===== src/rtl/conv_pkg.sv =====
// conv_pkg: shared constants and FSM state encoding for the result-bank readout sequencer
package conv_pkg;
  localparam int N_REGS = 64;
  localparam int DATA_W = 16;
  localparam int SEL_W  = $clog2(N_REGS);
  localparam int CNT_W  = $clog2(N_REGS) + 1;
  typedef enum logic [1:0] {ST_IDLE, ST_LOAD, ST_SEND, ST_DONE} state_t;
endpackage


===== src/rtl/conv_out_readout_seq_if.sv =====
// conv_out_readout_seq_if: mux select/return path plus the valid/ready output stream
interface conv_out_readout_seq_if;
  import conv_pkg::*;
  logic [SEL_W-1:0]  MUX_Sel;
  logic [DATA_W-1:0] MUX_Out;
  logic [DATA_W-1:0] out_data;
  logic              out_valid;
  logic              out_ready;
  modport master (output MUX_Sel, out_data, out_valid, input MUX_Out, out_ready);
  modport slave  (input MUX_Sel, out_data, out_valid, output MUX_Out, out_ready);
endinterface


===== src/rtl/conv_out_readout_seq.sv =====
// conv_out_readout_seq: walks the 64:1 result mux and streams the selected words out
module conv_out_readout_seq
  import conv_pkg::*;
(
  input  logic                  clk,
  input  logic                  rst_n,
  input  logic                  start,
  input  logic                  abort,
  input  logic [CNT_W-1:0]      cfg_len,
  conv_out_readout_seq_if.master bus,
  output logic                  reg_hold,
  output logic                  busy,
  output logic                  done
);
  state_t            state_q, state_d;
  logic [CNT_W-1:0]  len_q, len_d, sent_q, sent_d;
  logic [SEL_W-1:0]  sel_q, sel_d;
  logic [DATA_W-1:0] data_q, data_d;
  logic              valid_q, valid_d;
  logic              accept;
  assign accept        = valid_q & bus.out_ready;
  assign bus.MUX_Sel   = sel_q;
  assign bus.out_data  = data_q;
  assign bus.out_valid = valid_q;
  // state and datapath registers
  always_ff @(posedge clk or negedge rst_n) begin
    if (!rst_n) begin
      state_q <= ST_IDLE;
      len_q   <= '0;
      sent_q  <= '0;
      sel_q   <= '0;
      data_q  <= '0;
      valid_q <= 1'b0;
    end else begin
      state_q <= state_d;
      len_q   <= len_d;
      sent_q  <= sent_d;
      sel_q   <= sel_d;
      data_q  <= data_d;
      valid_q <= valid_d;
    end
  end
  // next state; abort from any active state wins over a coincident accept
  always_comb begin
    state_d = state_q;
    len_d   = len_q;
    sent_d  = sent_q;
    sel_d   = sel_q;
    data_d  = data_q;
    valid_d = valid_q;
    if (abort && state_q != ST_IDLE) begin
      state_d = ST_IDLE;
      valid_d = 1'b0;
    end else begin
      case (state_q)
        ST_IDLE: if (start && !abort) begin
          if (cfg_len == '0) state_d = ST_DONE;
          else begin
            len_d   = cfg_len > CNT_W'(N_REGS) ? CNT_W'(N_REGS) : cfg_len;
            sel_d   = '0;
            sent_d  = '0;
            state_d = ST_LOAD;
          end
        end
        ST_LOAD: begin
          data_d  = bus.MUX_Out;
          valid_d = 1'b1;
          sel_d   = sel_q + SEL_W'(1);
          state_d = ST_SEND;
        end
        ST_SEND: if (accept) begin
          sent_d = sent_q + CNT_W'(1);
          if (sent_q == len_q - CNT_W'(1)) begin
            valid_d = 1'b0;
            state_d = ST_DONE;
          end else begin
            data_d = bus.MUX_Out;
            sel_d  = sel_q + SEL_W'(1);
          end
        end
        ST_DONE: state_d = ST_IDLE;
        default: state_d = ST_IDLE;
      endcase
    end
  end
  // status outputs decoded from the state register only
  always_comb begin
    busy     = state_q != ST_IDLE;
    reg_hold = state_q != ST_IDLE;
    done     = state_q == ST_DONE;
  end
endmodule


===== src/flat_wrapper.sv =====
// flat-port wrapper written by rule: the top's interface ports become plain ports
module conv_out_readout_seq_flat import conv_pkg::*;
  (clk, rst_n, start, abort, cfg_len, reg_hold, busy, done, bus_MUX_Sel, bus_out_data, bus_out_valid, bus_MUX_Out, bus_out_ready);
  conv_out_readout_seq_if bus_i ();
  input  logic clk;
  input  logic rst_n;
  input  logic start;
  input  logic abort;
  input  logic [CNT_W-1:0] cfg_len;
  output logic reg_hold;
  output logic busy;
  output logic done;
  output wire logic [$bits(bus_i.MUX_Sel)-1:0] bus_MUX_Sel;
  output wire logic [$bits(bus_i.out_data)-1:0] bus_out_data;
  output wire logic [$bits(bus_i.out_valid)-1:0] bus_out_valid;
  input wire logic [$bits(bus_i.MUX_Out)-1:0] bus_MUX_Out;
  input wire logic [$bits(bus_i.out_ready)-1:0] bus_out_ready;
  assign bus_MUX_Sel = bus_i.MUX_Sel;
  assign bus_out_data = bus_i.out_data;
  assign bus_out_valid = bus_i.out_valid;
  assign bus_i.MUX_Out = bus_MUX_Out;
  assign bus_i.out_ready = bus_out_ready;
  conv_out_readout_seq u_core (.clk(clk), .rst_n(rst_n), .start(start), .abort(abort), .cfg_len(cfg_len), .bus(bus_i), .reg_hold(reg_hold), .busy(busy), .done(done));
endmodule

===== config.mk =====
export PLATFORM = sky130hd
export DESIGN_NAME = conv_out_readout_seq_flat
export DESIGN_NICKNAME = d
export VERILOG_FILES = /design/src/rtl/conv_pkg.sv /design/src/rtl/conv_out_readout_seq_if.sv /design/src/rtl/conv_out_readout_seq.sv /design/src/flat_wrapper.sv
export SDC_FILE = /design/constraint.sdc
export NUM_CORES = 1
export LEC_CHECK = 0
export ABC_AREA = 1
export BUFFER_PORTS_ARGS = -buffer_cell sky130_fd_sc_hd__buf_2
export CAP_MARGIN = 20
export CORE_MARGIN = 2
export CORE_UTILIZATION = 36
export CTS_BUF_LIST = sky130_fd_sc_hd__clkbuf_4
export CTS_CLUSTER_DIAMETER = 60
export DETAILED_ROUTE_END_ITERATION = 10
export GPL_ROUTABILITY_DRIVEN = 0
export SLEW_MARGIN = 25
export SYNTH_ARGS = -nofsm -noshare
export SYNTH_HDL_FRONTEND = slang
export SYNTH_SLANG_ARGS = --single-unit

===== constraint.sdc =====
create_clock -name clk -period 2.3 [get_ports clk]
set_input_delay 0.115 -clock clk [delete_from_list [all_inputs] [get_ports clk]]
set_output_delay 0.115 -clock clk [all_outputs]
set_load 0.01 [all_outputs]

==> results.toml, run 1 <==
[placement]
port_buffers = 53
dp_hpwl_um = 3820

[timing]
maxSlewHeadroom_pct = 42.2
fin_skew_ns = 0.0122
rsz0062_at_grt = "false"
tightest_slew_ns = 0.867
fmax_mhz = 490
final_max_slew_viol_count = 0
setup_viol = 0
fin_setup_tns_ns = 0
hold_violations = 0
period_share_pct = 88.7
layout_min_cycle_time_ns = 2.04

[floorplanning]
num_rows = 28
dieHeight_um = 83.4
pin_count = 54
die_area_um2 = 6960
fp.dieW_um = 83.4
core_area_um2 = 5990
start_util_pct = 37.9

[route]
num_vias = 2122
drc_errors = 0
dr.pass1.iters = 4
wire_per_inst_um = 11.7
routed_wl_um = 5370
drt_iter0_markers = 124
via_per_inst = 4.63
ant_nets = 0

[worst_setup_path]
crit_path_max_incr_delay_ns = 0.39
cp-end-kind = "register"
rr_worst_depth = 12
cp_common_cell = "nand2_1"
r2r_slack_ns = 0.26
worst-setup-path-type = "register to register"
path_buf_inv = 1
worstSetupStartpoint = "u_core.len_q[0]$_DFFE_PN0P_"
cp.required_ns = 2.60
worstSetupPathDepth = 12
start_kind = "register"
crit_slowest_cell = "dfrtp_1"
crit_path_cell_trace = "inv_1, ha_1, nand2_1, nor2_1, nand2_1, nand2_1, nand2_1, nor2_2, nand3_4, nand2_4, nand2_1, nand2_1"
reg2reg_from = "u_core.len_q[0]$_DFFE_PN0P_"
cp.arrival_ns = 2.34
timing.rr.end = "u_core.bus.out_data[15]$_DFFE_PN0P_"
crit_family = "simple AND/OR/NAND/NOR gates"
critical_path.max_fanout = 16

[min_path]
holdCritStartpoint = "cfg_len[3]"
worstHoldEndpoint = "u_core.len_q[3]$_DFFE_PN0P_"
whs_path_depth = 3
hold_class = "primary input to register"

[power]
swShare_pct = 47.1
ir_drop_uv = 606
netSwitchingPower_uw = 1570
power.leakage_uw = 0.00152
p_per_area_nw_per_um2 = 1170
power_frac_comb_pct = 54.6
p_seq_share_pct = 34.6
p_int_uw = 1760
p_clk_share_pct = 10.8

[cells_and_area]
multi_input_area_um2 = 1140
antenna_cells = 0
mostFrequentLayoutCell = "nand2_1"
seqCellArea_um2 = 976
layout.nets = 418
drive_gt1_share_pct = 21.4
syn_to_final_growth_pct = 26.0
most-common-layout-cells = "nand2_1, buf_2, nand3_1"
fillers = 613
utilization_pct = 47.7

[clock_tree]
cts_tree = "built"
ctsRootBufferMaster = "clkbuf_4"
post-cts-setup-buffers = 0
clock_latency_ns = 0.35
cts_buffers = 5
htreeDepth = 2
clkSlewWorstSetupHoldPaths_ns = 0.12
clockBufferDepth = 2
cts.sinks = 39

[logic_synthesis]
synth_edf_count = 0
syn_inst = 306
ys_types = 26
synth_compound_area_share_pct = 5.13
synth_top_family_by_area = "simple AND/OR/NAND/NOR gates"
syn-cell-area_um2 = 2270
synth-seq-cells = 39
yosys_warnings = 0
synth_nets = 342
synthAdderAreaFrac_pct = 4.41
synthFlopType = "dfrtp_1"
synthMuxAreaShare_pct = 0
async_flop_share_pct = 100
synth_sequential_area_ratio_pct = 43.0
syn_area_per_cell_um2 = 7.42
synthXorXnorAreaFrac_pct = 3.47
synth-simple-area-share_pct = 36.5

[status]
outcome = "finished, final reports clean"

[global_routing]
grt.overflow.total = 0
met3_usage_pct = 2.88
antenna_found_initial = 0
gr-usage-all-layers_pct = 15.7
grt.busiest_layer = "met2"
grt_pass1_wl_um = 9030
grt_max_degree = 40
met2_usage_pct = 25.7
grtUsageMet1_pct = 20.3
first_global_vias = 2043

[run]
max-cap-violations = 0
flip-flops by register name (all words and copies together) (netlist names):
register / flops
u_core.sent_q: 7
u_core.bus.MUX_Sel: 6
u_core.state_q: 2
u_core.bus.out_valid: 1
u_core.len_q: 7
u_core.bus.out_data: 16
power groups by stage:
stage          Clock [uW]  Sequential, uW  Combinational (uW)
2_1_floorplan           0            1210                1220
4_1_cts               378            1160                1810
6_report              360            1160                1820
3_3_place_gp            0            1170                1760
5_1_grt               404            1200                2080
3_5_place_dp            0            1170                1780
logic make-up (layout without fill, tap and decap cells):
family / after synthesis / after routing
and+or+nand+nor: 187 / 188
AOI/OAI and AO/OA: 22 / 22
buffers and inverters: 41 / 117
adders and majority gates: 8 / 8
DFF: 39 / 39
xor gates and xnor gates: 9 / 9
cell type report:
type,count,area share [%]
Multi-Input combinational cell,227,39.7
Sequential cell,39,34.1
Timing Repair Buffer,74,16.3
Inverter,35,4.59
Tap cell,75,3.28
Clock buffer,5,1.31
Clock inverter,3,0.700
cell usage after synthesis (2+ instances only):
master	count	area share (%)
nand2_1	102	17
nand3_1	44	9.7
dfrtp_1	39	43
inv_1	31	5.1
nor2_1	25	4.1
o21ai_0	14	3.1
ha_1	8	4.4
a21oi_1	6	1.3
xor2_1	6	2.3
buf_2	4	0.88
nor2_2	4	1.1
inv_2	3	0.50
or2_2	3	0.83
xnor2_1	3	1.2
nand3b_1	2	0.66
nor3_1	2	0.44
how the worst max path moves through the flow:
stage                                          endpoint  slack (ns)
global route         u_core.bus.out_data[5]$_DFFE_PN0P_        0.04
detailed placement    u_core.bus.MUX_Sel[5]$_DFFE_PN0P_        0.23
floorplan             u_core.bus.MUX_Sel[3]$_DFFE_PN0P_        0.59
global placement      u_core.bus.MUX_Sel[3]$_DFFE_PN0P_        0.30
CTS                   u_core.bus.MUX_Sel[1]$_DFFE_PN0P_        0.20
finish              u_core.bus.out_data[15]$_DFFE_PN0P_        0.26
worst min-delay path, stage by stage:
cell,delay (ns)
buf_2,0.09
nand3_1,0.07
o21ai_0,0.07
per-stage QoR:
step	hold slack (ns)	power, uW	area (um2)	instances	setup slack [ns]
after floorplan	-0.181	2440	2270	306	0.588
after global placement	0.299	2920	2620	432	0.303
after detailed placement	0.286	2950	2620	432	0.226
after CTS	0.0111	3350	2850	457	0.205
after global routing	0.0233	3680	2860	458	0.0352
final	0.0237	3330	2860	458	0.259
layer usage:
| layer | routed length (um) | vias up | share of wire (%) |
|---|---|---|---|
| met3 | 170 | 7 | 3.2 |
| met1 | 2630 | 956 | 49 |
| met4 | 93 | 0 | 1.7 |
| met5 | 0 | - | 0 |
| li1 | - | 1120 | - |
| met2 | 2470 | 39 | 46 |
what timing repair did:
item	CTS	global route
gates resized for setup	0	1
endpoints found under the setup margin	0	5
hold buffers	17	0
hold endpoints to repair	55	0
Note: power is estimated with default switching activity, not from simulation.
==> inputs of run 2 (changes only) <==
- clock period: 2.3 -> 1.78 ns (I/O delays scaled with it)
==> run 2 against run 1 <==
The run now ends with setup timing left. Via count up 5.7%. Worst hold slack got worse by 0.011 ns. Sequential share of layout area decreased by 3.2 points. Die area unchanged. Total power rose by 42%. Routed wire length increased by 6.7%. Count of clock-buffer cells in the layout is 1 higher. Utilization is 5.0 points higher. Critical path type unchanged. Largest power group unchanged. Highest routed layer unchanged.
==> results.toml, run 2 (same netlist as run 1, synthesis figures left out) <==
[status]
outcome = "finished, violations left"
failed_checks = "setup timing"

[floorplanning]
fp.dieW_um = 83.4
die_area_um2 = 6960
num_rows = 28
start_util_pct = 37.9
pin_count = 54
dieHeight_um = 83.4
core_area_um2 = 5990

[timing]
final_max_slew_viol_count = 0
rsz0062_at_grt = "true"
maxSlewHeadroom_pct = 65.9
period_share_pct = 101
setup_viol = 8
fmax_mhz = 557
fin_skew_ns = 0.0148
timing.final.ws_setup_ns = -0.0143
layout_min_cycle_time_ns = 1.79
tightest_slew_ns = 0.512
hold_violations = 0

[power]
p_clk_share_pct = 10.0
power.leakage_uw = 0.00166
power_frac_comb_pct = 58.8
ir_drop_uv = 712
p_seq_share_pct = 31.2
p_int_uw = 2570
swShare_pct = 45.8
p_per_area_nw_per_um2 = 1500
netSwitchingPower_uw = 2180
total_power_uw = 4750

[worst_setup_path]
critical_path.max_fanout = 10
crit_path_max_incr_delay_ns = 0.38
crit_slowest_cell = "dfrtp_1"
worst-setup-path-type = "register to register"
cp_common_cell = "nand2_1"
crit_family = "simple AND/OR/NAND/NOR gates"
start_kind = "register"
crit_path_cell_trace = "inv_2, ha_4, inv_2, nand2_1, nand2_1, nor2_1, nand3_1, nor2_4, nand3_4, buf_12, nand3_1, nand2_1"
cp-end-kind = "register"
cp.arrival_ns = 2.05
path_buf_inv = 3
cp.required_ns = 2.04

[cells_and_area]
syn_to_final_growth_pct = 39.3
antenna_cells = 0
most-common-layout-cells = "nand2_1, buf_2, dfrtp_1"
largest_reg_flops = 16
layout.nets = 442
drive_gt1_share_pct = 28.7
utilization_pct = 52.8
stdcell_count = 482
mostFrequentLayoutCell = "nand2_1"

[route]
ant_nets = 0
dr.pass1.iters = 4
routed_wl_um = 5730
via_per_inst = 4.65
wire_per_inst_um = 11.9
num_vias = 2242
drc_errors = 0
drt_iter0_markers = 108

[clock_tree]
cts_tree = "built"
ctsRootBufferMaster = "clkbuf_4"
htreeDepth = 2
cts_buffers = 5
clockBufferDepth = 2
clkSlewWorstSetupHoldPaths_ns = 0.12
clock_latency_ns = 0.35
cts.sinks = 39

[global_routing]
grt_max_degree = 40
grt.overflow.total = 0
antenna_found_initial = 0
grt_pass1_wl_um = 9520
gr-usage-all-layers_pct = 16.8
first_global_vias = 2131

[min_path]
hold_class = "primary input to register"

[placement]
dp_hpwl_um = 3950
dpl.cell_count = 446
port_buffers = 53

[run]
max-cap-violations = 0
[run 2: routing by layer]
layer | routed length, um | vias to the layer above | GRT usage [%]
met2 | 2760 | 41 | 28.5
met3 | 152 | 11 | 3.08
met5 | 0 | - | 0
met1 | 2680 | 1024 | 20.8
li1 | - | 1166 | -
met4 | 136 | 0 | 7.30
[run 2: path summary, 6_finish.rpt]
check / start / endpoint / slack [ns] / cells after the start
max reg2reg: u_core.len_q[1]$_DFFE_PN0P_ / u_core.bus.out_data[12]$_DFFE_PN0P_ / -0.01 / 12
min in group asynchronous: rst_n / u_core.len_q[5]$_DFFE_PN0P_ / 0.31 / 3
min reg2reg: u_core.bus.out_data[7]$_DFFE_PN0P_ / u_core.bus.out_data[7]$_DFFE_PN0P_ / 0.48 / 2
max in group asynchronous: rst_n / u_core.bus.out_data[14]$_DFFE_PN0P_ / 1.11 / 3
min: cfg_len[1] / u_core.len_q[1]$_DFFE_PN0P_ / 0.01 / 3
max: u_core.len_q[1]$_DFFE_PN0P_ / u_core.bus.out_data[12]$_DFFE_PN0P_ / -0.01 / 12
[run 2: through the flow]
stage	instance area (um2)	setup TNS, ns	setup WS [ns]	hold slack (ns)
global placement	2740	0	0.0198	0.182
CTS	3070	-0.0716	-0.0107	0.00179
global route	3160	-2.80	-0.144	0.0178
finish	3160	-0.0695	-0.0143	0.0123
detailed placement	2740	-0.0755	-0.0142	0.190
floorplan	2270	0	0.0679	-0.207
[run 2: worst register-to-register path: cells and delay by family, from the launching register on]
kind | cells | cell delay [ns]
flops | 1 | 0.38
simple gates | 8 | 0.77
fa+ha+maj | 1 | 0.27
buf+inv | 3 | 0.28
[run 2: timing repair]
action | 4_1_cts | 5_1_grt
gates resized for setup | 8 | 15
pin swaps | 0 | 6
hold buffers | 22 | 0
cloned | 1 | 0
setup endpoints to repair | 24 | 36
buffers inserted | 1 | 4
hold endpoints to repair | 60 | 0
[run 2: power by group through the flow]
stage / clock, uW / combinational, uW / sequential (uW)
finish: 476 / 2790 / 1480
global route: 527 / 3130 / 1540
CTS: 499 / 2680 / 1480
detailed placement: 0 / 2480 / 1500
global placement: 0 / 2460 / 1490
floorplan: 0 / 1580 / 1570
[run 2: cell type report]
cell class | count | area [um2]
Fill cell | 568 | 2830
Sequential cell | 39 | 976
Tap cell | 75 | 93.8
Multi-Input combinational cell | 227 | 1220
Inverter | 35 | 131
Clock inverter | 2 | 12.5
Timing Repair Buffer | 98 | 682
Clock buffer | 6 | 45.0
